**config.mk**
```make
export PLATFORM = sky130hd
export DESIGN_NAME = mfi_causal_monitor_flat
export DESIGN_NICKNAME = d
export VERILOG_FILES = /design/src/rtl/mfi_causal_monitor_pkg.sv /design/src/rtl/mfi_causal_monitor_if.sv /design/src/rtl/mfi_causal_monitor_chan_match.sv /design/src/rtl/mfi_causal_monitor_chk.sv /design/src/rtl/mfi_causal_monitor.sv /design/src/flat_wrapper.sv
export SDC_FILE = /design/constraint.sdc
export NUM_CORES = 1
export LEC_CHECK = 0
export CELL_PAD_IN_SITES_DETAIL_PLACEMENT = 1
export CELL_PAD_IN_SITES_GLOBAL_PLACEMENT = 2
export CORE_ASPECT_RATIO = 0.6
export CORE_UTILIZATION = 32
export CTS_CLUSTER_SIZE = 8
export DETAILED_ROUTE_END_ITERATION = 12
export PLACE_DENSITY_LB_ADDON = 0.1
export SKIP_LAST_GASP = 1
export SYNTH_ARGS = -nofsm -noshare
export SYNTH_HDL_FRONTEND = slang
export SYNTH_SLANG_ARGS = --single-unit
```
**constraint.sdc**
```tcl
create_clock -name clock -period 7.55 [get_ports clock]
set_input_delay 2.265 -clock clock [delete_from_list [all_inputs] [get_ports clock]]
set_output_delay 2.265 -clock clock [all_outputs]
set_load 0.01 [all_outputs]
```
**src/rtl/mfi_causal_monitor_pkg.sv**
```systemverilog
// Shared types and helpers for the MFI retirement-order causality monitor.
//   mon_state_e : monitor FSM encoding (IDLE, ARMED, DONE, TOUT)
//   popcount    : number of set bits in a channel vector (up to MAX_NRET channels)
package mfi_causal_monitor_pkg;

  typedef enum logic [1:0] {
    IDLE  = 2'd0,
    ARMED = 2'd1,
    DONE  = 2'd2,
    TOUT  = 2'd3
  } mon_state_e;

  localparam int unsigned MAX_NRET = 32;
  localparam int unsigned POP_W    = 6;

  function automatic logic [POP_W-1:0] popcount(input logic [MAX_NRET-1:0] vec);
    logic [POP_W-1:0] n;
    n = {POP_W{1'b0}};
    for (int i = 0; i < int'(MAX_NRET); i++) begin
      n = n + {{(POP_W-1){1'b0}}, vec[i]};
    end
    return n;
  endfunction

endpackage

```
**src/rtl/mfi_causal_monitor_if.sv**
```systemverilog
// Retire-bus and target-arming bundle observed by the causality monitor.
//   arm, tgt_order, tgt_reg : target arming request
//   mfi_valid/order/src_addr/dest_addr : per-channel retire beat, channel 0 in LSBs
// master drives the bundle (bench / core), slave observes it (monitor).
interface mfi_causal_monitor_if #(
  parameter int unsigned NRET    = 1,
  parameter int unsigned ORDER_W = 32,
  parameter int unsigned REG_W   = 4,
  parameter int unsigned NSRC    = 3
);
  logic                        arm;
  logic [ORDER_W-1:0]          tgt_order;
  logic [REG_W-1:0]            tgt_reg;
  logic [NRET-1:0]             mfi_valid;
  logic [NRET*ORDER_W-1:0]     mfi_order;
  logic [NRET*NSRC*REG_W-1:0]  mfi_src_addr;
  logic [NRET*REG_W-1:0]       mfi_dest_addr;

  modport master (
    output arm, tgt_order, tgt_reg,
    output mfi_valid, mfi_order, mfi_src_addr, mfi_dest_addr
  );

  modport slave (
    input arm, tgt_order, tgt_reg,
    input mfi_valid, mfi_order, mfi_src_addr, mfi_dest_addr
  );
endinterface

```
**src/rtl/mfi_causal_monitor_chan_match.sv**
```systemverilog
// Per-channel combinational detect against the latched target.
//   valid, order, src_addr, dest_addr : one retire channel
//   tgt_order, tgt_reg                : latched target
//   reader : younger instruction reads the target register
//   hit    : this beat is the target instruction retiring
module mfi_chan_match #(
  parameter int unsigned ORDER_W = 32,
  parameter int unsigned REG_W   = 4,
  parameter int unsigned NSRC    = 3
) (
  input  logic                    valid,
  input  logic [ORDER_W-1:0]      order,
  input  logic [NSRC*REG_W-1:0]   src_addr,
  input  logic [REG_W-1:0]        dest_addr,
  input  logic [ORDER_W-1:0]      tgt_order,
  input  logic [REG_W-1:0]        tgt_reg,
  output logic                    reader,
  output logic                    hit
);

  logic src_match_s;
  logic reg_ok_s;

  // x0 is hardwired and can never carry a dependency
  assign reg_ok_s = (tgt_reg != {REG_W{1'b0}});

  // OR-reduce the source-operand compares
  always_comb begin
    src_match_s = 1'b0;
    for (int s = 0; s < int'(NSRC); s++) begin
      src_match_s = src_match_s | (src_addr[s*REG_W +: REG_W] == tgt_reg);
    end
  end

  assign reader = valid && reg_ok_s && src_match_s && (order > tgt_order);
  assign hit    = valid && reg_ok_s && (order == tgt_order) && (dest_addr == tgt_reg);

endmodule

```
**src/rtl/mfi_causal_monitor_chk.sv**
```systemverilog
// Formal/sim checker: once the target has retired, no non-causal read may have been seen.
//   clock, reset_n : monitor clock and reset
//   state          : monitor FSM state
//   violation      : sticky violation flag
module mfi_causal_monitor_chk
  import mfi_causal_monitor_pkg::*;
(
  input logic       clock,
  input logic       reset_n,
  input mon_state_e state,
  input logic       violation
);

  a_no_violation_when_done: assert property (
    @(posedge clock) disable iff (!reset_n) (state == DONE) |-> !violation
  );

endmodule

```
**src/rtl/mfi_causal_monitor.sv**
```systemverilog
// Retirement-order causality monitor on the MFI retire bus.
// Armed with a target (order, register), it flags any younger instruction that reads
// the target register strictly before the target retires.
//   clock, reset_n : clock, asynchronous active-low reset
//   bus            : arm/target request and retire channels (slave modport)
//   armed, done, pass, violation, timeout, arm_err : registered status flags
//   viol_count     : saturating count of non-causal reads
//   first_viol_ord : order of the first offending reader
module mfi_causal_monitor
  import mfi_causal_monitor_pkg::*;
#(
  parameter int unsigned NRET      = 1,
  parameter int unsigned ORDER_W   = 32,
  parameter int unsigned REG_W     = 4,
  parameter int unsigned NSRC      = 3,
  parameter int unsigned CNT_W     = 8,
  parameter int unsigned TIMEOUT   = 1024,
  parameter int unsigned ASSERT_EN = 1
) (
  input  logic                clock,
  input  logic                reset_n,
  mfi_causal_monitor_if.slave bus,
  output logic                armed,
  output logic                done,
  output logic                pass,
  output logic                violation,
  output logic                timeout,
  output logic                arm_err,
  output logic [CNT_W-1:0]    viol_count,
  output logic [ORDER_W-1:0]  first_viol_ord
);

  localparam int unsigned TCNT_W = (TIMEOUT > 1) ? $clog2(TIMEOUT + 1) : 1;
  localparam logic [TCNT_W-1:0] TLIM_M1 = TCNT_W'(TIMEOUT) - TCNT_W'(1);
  localparam bit TOUT_EN = (TIMEOUT != 0);
  localparam int unsigned SUM_W = CNT_W + POP_W;

  mon_state_e          state_r, state_nxt_s;
  logic [ORDER_W-1:0]  tord_r, tord_nxt_s;
  logic [REG_W-1:0]    treg_r, treg_nxt_s;
  logic [TCNT_W-1:0]   tcnt_r, tcnt_nxt_s;
  logic                done_nxt_s, pass_nxt_s, viol_nxt_s, tout_nxt_s, err_nxt_s;
  logic [CNT_W-1:0]    cnt_nxt_s, cnt_sat_s;
  logic [ORDER_W-1:0]  fvo_nxt_s, first_ord_s;
  logic [NRET-1:0]     reader_s, hit_s;
  logic [POP_W-1:0]    pop_s;
  logic [SUM_W-1:0]    sum_s;

  for (genvar c = 0; c < NRET; c++) begin : g_chan
    mfi_chan_match #(
      .ORDER_W (ORDER_W),
      .REG_W   (REG_W),
      .NSRC    (NSRC)
    ) u_match (
      .valid     (bus.mfi_valid[c]),
      .order     (bus.mfi_order[c*ORDER_W +: ORDER_W]),
      .src_addr  (bus.mfi_src_addr[c*NSRC*REG_W +: NSRC*REG_W]),
      .dest_addr (bus.mfi_dest_addr[c*REG_W +: REG_W]),
      .tgt_order (tord_r),
      .tgt_reg   (treg_r),
      .reader    (reader_s[c]),
      .hit       (hit_s[c])
    );
  end

  // Order of the lowest-index reader: scan high to low so channel 0 wins last
  always_comb begin
    first_ord_s = {ORDER_W{1'b0}};
    for (int c = int'(NRET) - 1; c >= 0; c--) begin
      first_ord_s = reader_s[c] ? bus.mfi_order[c*ORDER_W +: ORDER_W] : first_ord_s;
    end
  end

  // Saturating add of this beat's reader count
  always_comb begin
    pop_s     = popcount(MAX_NRET'(reader_s));
    sum_s     = SUM_W'(viol_count) + SUM_W'(pop_s);
    cnt_sat_s = (sum_s > SUM_W'({CNT_W{1'b1}})) ? {CNT_W{1'b1}} : sum_s[CNT_W-1:0];
  end

  // Next-state and next-output logic
  always_comb begin
    state_nxt_s = state_r;
    tord_nxt_s  = tord_r;
    treg_nxt_s  = treg_r;
    tcnt_nxt_s  = tcnt_r;
    done_nxt_s  = done;
    pass_nxt_s  = pass;
    viol_nxt_s  = violation;
    tout_nxt_s  = timeout;
    err_nxt_s   = arm_err;
    cnt_nxt_s   = viol_count;
    fvo_nxt_s   = first_viol_ord;

    if (bus.arm && (bus.tgt_reg != {REG_W{1'b0}})) begin
      // (Re-)arm from any state: new target, fresh statistics
      state_nxt_s = ARMED;
      tord_nxt_s  = bus.tgt_order;
      treg_nxt_s  = bus.tgt_reg;
      tcnt_nxt_s  = {TCNT_W{1'b0}};
      done_nxt_s  = 1'b0;
      pass_nxt_s  = 1'b0;
      viol_nxt_s  = 1'b0;
      tout_nxt_s  = 1'b0;
      err_nxt_s   = 1'b0;
      cnt_nxt_s   = {CNT_W{1'b0}};
      fvo_nxt_s   = {ORDER_W{1'b0}};
    end else begin
      // A rejected arm (x0 target) only raises arm_err; the current watch continues
      err_nxt_s = arm_err | bus.arm;
      case (state_r)
        ARMED: begin
          if (|hit_s) begin
            // Readers retiring alongside the target are causal
            state_nxt_s = DONE;
            done_nxt_s  = 1'b1;
            pass_nxt_s  = !violation;
          end else begin
            if (|reader_s) begin
              viol_nxt_s = 1'b1;
              cnt_nxt_s  = cnt_sat_s;
              fvo_nxt_s  = violation ? first_viol_ord : first_ord_s;
            end else begin
              viol_nxt_s = violation;
            end
            if (TOUT_EN && (tcnt_r == TLIM_M1)) begin
              state_nxt_s = TOUT;
              tout_nxt_s  = 1'b1;
            end else begin
              tcnt_nxt_s = tcnt_r + TCNT_W'(1);
            end
          end
        end
        default: begin
          state_nxt_s = state_r;
        end
      endcase
    end
  end

  // State and registered outputs
  always_ff @(posedge clock or negedge reset_n) begin
    if (!reset_n) begin
      state_r        <= IDLE;
      tord_r         <= {ORDER_W{1'b0}};
      treg_r         <= {REG_W{1'b0}};
      tcnt_r         <= {TCNT_W{1'b0}};
      armed          <= 1'b0;
      done           <= 1'b0;
      pass           <= 1'b0;
      violation      <= 1'b0;
      timeout        <= 1'b0;
      arm_err        <= 1'b0;
      viol_count     <= {CNT_W{1'b0}};
      first_viol_ord <= {ORDER_W{1'b0}};
    end else begin
      state_r        <= state_nxt_s;
      tord_r         <= tord_nxt_s;
      treg_r         <= treg_nxt_s;
      tcnt_r         <= tcnt_nxt_s;
      armed          <= (state_nxt_s == ARMED);
      done           <= done_nxt_s;
      pass           <= pass_nxt_s;
      violation      <= viol_nxt_s;
      timeout        <= tout_nxt_s;
      arm_err        <= err_nxt_s;
      viol_count     <= cnt_nxt_s;
      first_viol_ord <= fvo_nxt_s;
    end
  end

  if (ASSERT_EN != 0) begin : g_chk
    mfi_causal_monitor_chk u_chk (
      .clock     (clock),
      .reset_n   (reset_n),
      .state     (state_r),
      .violation (violation)
    );
  end

endmodule

```
**src/flat_wrapper.sv**
```systemverilog
// flat-port wrapper written by rule: the top's interface ports become plain ports
module mfi_causal_monitor_flat import mfi_causal_monitor_pkg::*;
#(
  parameter int unsigned NRET      = 1,
  parameter int unsigned ORDER_W   = 32,
  parameter int unsigned REG_W     = 4,
  parameter int unsigned NSRC      = 3,
  parameter int unsigned CNT_W     = 8,
  parameter int unsigned TIMEOUT   = 1024,
  parameter int unsigned ASSERT_EN = 1
)
  (clock, reset_n, armed, done, pass, violation, timeout, arm_err, viol_count, first_viol_ord, bus_arm, bus_tgt_order, bus_tgt_reg, bus_mfi_valid, bus_mfi_order, bus_mfi_src_addr, bus_mfi_dest_addr);
  mfi_causal_monitor_if #(.NRET(NRET), .ORDER_W(ORDER_W), .REG_W(REG_W), .NSRC(NSRC)) bus_i ();
  input  logic clock;
  input  logic reset_n;
  output logic armed;
  output logic done;
  output logic pass;
  output logic violation;
  output logic timeout;
  output logic arm_err;
  output logic [CNT_W-1:0] viol_count;
  output logic [ORDER_W-1:0] first_viol_ord;
  input wire logic [$bits(bus_i.arm)-1:0] bus_arm;
  input wire logic [$bits(bus_i.tgt_order)-1:0] bus_tgt_order;
  input wire logic [$bits(bus_i.tgt_reg)-1:0] bus_tgt_reg;
  input wire logic [$bits(bus_i.mfi_valid)-1:0] bus_mfi_valid;
  input wire logic [$bits(bus_i.mfi_order)-1:0] bus_mfi_order;
  input wire logic [$bits(bus_i.mfi_src_addr)-1:0] bus_mfi_src_addr;
  input wire logic [$bits(bus_i.mfi_dest_addr)-1:0] bus_mfi_dest_addr;
  assign bus_i.arm = bus_arm;
  assign bus_i.tgt_order = bus_tgt_order;
  assign bus_i.tgt_reg = bus_tgt_reg;
  assign bus_i.mfi_valid = bus_mfi_valid;
  assign bus_i.mfi_order = bus_mfi_order;
  assign bus_i.mfi_src_addr = bus_mfi_src_addr;
  assign bus_i.mfi_dest_addr = bus_mfi_dest_addr;
  mfi_causal_monitor #(.NRET(NRET), .ORDER_W(ORDER_W), .REG_W(REG_W), .NSRC(NSRC), .CNT_W(CNT_W), .TIMEOUT(TIMEOUT), .ASSERT_EN(ASSERT_EN)) u_core (.clock(clock), .reset_n(reset_n), .bus(bus_i), .armed(armed), .done(done), .pass(pass), .violation(violation), .timeout(timeout), .arm_err(arm_err), .viol_count(viol_count), .first_viol_ord(first_viol_ord));
endmodule
```
==> metrics.txt <==
critical path depth in cells=12; top_reg_cell synth=dfrtp_1; synth unique cells=48; WL met2=roughly 5800 microns; clk root buf=clkbuf_16; fin. max-slew vios=0; Gate Count Post-Synth=between 500 and 600; hpwl dp=10300 microns; H-tree depth=3; Reg2Reg Depth=12; Critical Path Start=bus_mfi_order[25]; CP Max Fanout=13; sequential area share after synthesis=between 40% and 50%; Worst Setup End Kind=flop; Clk pin slew, worst setup/hold paths=roughly 70 ps; Commonest cells post-synth=dfrtp_1, nand2_1, nor2_1, o21ai_0, inv_1; CP Capture Point=u_core.viol_count[1]; WL/cell=between 15 and 20 microns; YS warnings=0; delay-heaviest family, CP=simple AND/OR/NAND/NOR gates; port bufs=roughly 130; Hold Crit Class=flop to flop; Clock Sink Count=between 90 and 100; worst-skew pair later-pin latency=340 ps; vias in the first global route=4291; IO Count=around 130; Tmin final=approximately 5400 ps; number of synthesized flops with an enable pin=0; Synth area leader=dfrtp_1; Reg-to-Reg End=u_core.viol_count[1]; floorplan row count=35; status=finished, final reports clean; final hold vios=0; endpoints failing setup=0; Worst EP arrival=~5700 ps; RR Startpoint=u_core.tord_r[25]; Syn Std Cell Area=around 5000 sq um; most common cell in the synthesized netlist=dfrtp_1; most used cell along the critical path=ha_1; pin count of the biggest net entering global routing=74; layout cells sized above 1=5.65%; number of max-cap violations=0; Max Clk Rate=0.184 GHz; FF+latch count, synth=95; GRT Overall Usage=between 10% and 20%; # resized after CTS=0; Buf/Inv on CP=2; Cells after DPL=about 820; Synth Area per Inst=between 9 and 10 sq um; Util after Layout=between 40% and 50%; Worst-Margin Slew=roughly 1200 ps; met3 wire len=approximately 530 microns; Power Dens Cells=roughly 190 nW/um^2; R2R Setup Slk=4110 ps; Post CTS Setup Buffer Count=0; setup TNS=0 ps; unrepaired setup endpoints after global routing=no; total number of vias=about 4000; CP peak stage delay=around 480 ps; core area=between 15000 and 20000 sq um; Lkg Pwr=between 3 and 4 nW; DRC=0; total congestion overflow=0; CP required=between 7000 and 8000 ps; synth top area cells=dfrtp_1, ha_1, mux2i_1; Die H=99.0 microns; worst hold slack=489 ps; Final Instance Count excl. Fillers=840; skew final=about 8 ps; Tcrit/Tclk final=between 70% and 80%; Via density=4.78; asr flop ratio synth=between 90% and 100%; CTS tree=yes; final RePlAce weighted congestion=0.793; crit path launch type=input pin; CTS max path bufs=2; Syn-to-layout area delta=35.8%; die width=roughly 160 microns; post-synth top area share=a little under half; Pwr Total=1.28 mW; antenna violations before repair=0; Nets=between 700 and 800; Mapped Nets=630; slowest cell on the critical path=nor4_4; initial core utilization=32.7%; final wirelength=13800 microns; Setup CP Type=input pin to flop; die area=about 16000 sq um; first-pass iteration count of the detailed router=4; VDD IR max=around 95 uV; hold buffers post-CTS=0; ANT nets after route=0; CP cell instances=clkdlybuf4s50_1 > ha_1 > nand4_1 > nor4_4 > o31a_1 > o21ai_2 > inv_2 > ha_1 > nand2_1 > or3_1 > and4_2 > a211oi_1; wl on met1=~7400 microns; top sig layer=met4; ANT cells=0; global-route wire length before repair=23000 microns; max_slew headroom=roughly 23%; cts bufs inserted=9; Starting DRT DRC Count=between 150 and 200
## report_power, final
group / leakage (nW) / internal (mW) / switching (mW)
logic: 1.82 / 0.110 / 0.121
registers: 1.24 / 0.538 / 0.0182
clock network: 0.148 / 0.289 / 0.200
total: 3.21 / 0.938 / 0.339
## worst reg2reg max path: stages (launching register included)
cell,delay [ps]
dfrtp_1,340
inv_1,60
ha_1,290
nand4_1,280
nor4_4,480
o31a_1,300
o21ai_2,140
inv_2,230
ha_1,240
nand2_1,100
or3_1,410
and4_2,250
a211oi_1,210
## worst min path at each step
stage          cells past startpoint          endpoint             start
2_1_floorplan                      2  u_core.tord_r[0]  u_core.tord_r[0]
3_3_place_gp                       2  u_core.tord_r[0]  u_core.tord_r[0]
3_5_place_dp                       2  u_core.tord_r[0]  u_core.tord_r[0]
4_1_cts                            2  u_core.tord_r[0]  u_core.tord_r[0]
5_1_grt                            2  u_core.tord_r[0]  u_core.tord_r[0]
6_report                           2  u_core.tord_r[0]  u_core.tord_r[0]
## cells by family after synthesis
family	share of synthesized area, %
adders and majority gates	8.73
and+or+nand+nor	16.1
AOI/OAI and AO/OA	10.9
DFF	47.4
xor gates and xnor gates	4.01
muxes	6.98
buffers and inverters	5.84
## placed cells by master, fill, tap and decap left out, types with 2 or more instances in the layout
| cell | instances |
|---|---|
| a211oi_1 | 3 |
| a21oi_1 | 19 |
| a31oi_1 | 4 |
| and3_1 | 2 |
| buf_4 | 6 |
| bufinv_16 | 2 |
| clkbuf_16 | 9 |
| clkdlybuf4s50_1 | 132 |
| clkinv_2 | 2 |
| clkinvlp_4 | 2 |
| dfrtp_1 | 95 |
| ha_1 | 35 |
| inv_1 | 38 |
| mux2i_1 | 35 |
| nand2_1 | 62 |
| nand2b_1 | 3 |
| nand3_1 | 10 |
| nand4_1 | 14 |
| nor2_1 | 58 |
| nor2b_1 | 2 |
| nor3_1 | 8 |
| nor4_1 | 3 |
| nor4_2 | 3 |
| o21ai_0 | 39 |
| or3_1 | 4 |
| xnor2_1 | 6 |
| xor2_1 | 17 |
## sequential cells by signal, summed over array words and instances (netlist names), 2 cells and up, named ones only
signal                 cells
u_core.tcnt_r             11
u_core.state_r             2
u_core.viol_count          8
u_core.tord_r             32
u_core.treg_r              4
u_core.first_viol_ord     32
## layer usage
layer  vias up  GRT usage [%]
li1       1984              -
met1      1954           27.5
met2        71           27.2
met3         8           3.58
met4         0           3.85
met5         -              0
## through the flow
step / area, sq um / setup slack (ps)
6_report: 6810 / 2120
5_1_grt: 6810 / 1960
4_1_cts: 6810 / 2130
3_5_place_dp: 6500 / 1780
3_3_place_gp: 6500 / 1790
2_1_floorplan: 5020 / 2710
## cell type report
class | instances | area [sq um]
clock buffer | 10 | 229
clock inverter | 6 | 85.1
fill | 1721 | 8510
multi-input combinational | 349 | 2360
sequential | 95 | 2380
inverter | 39 | 146
timing repair buffer | 138 | 1370
tap | 203 | 254
No activity file was read; power rests on OpenSTA's default activity.
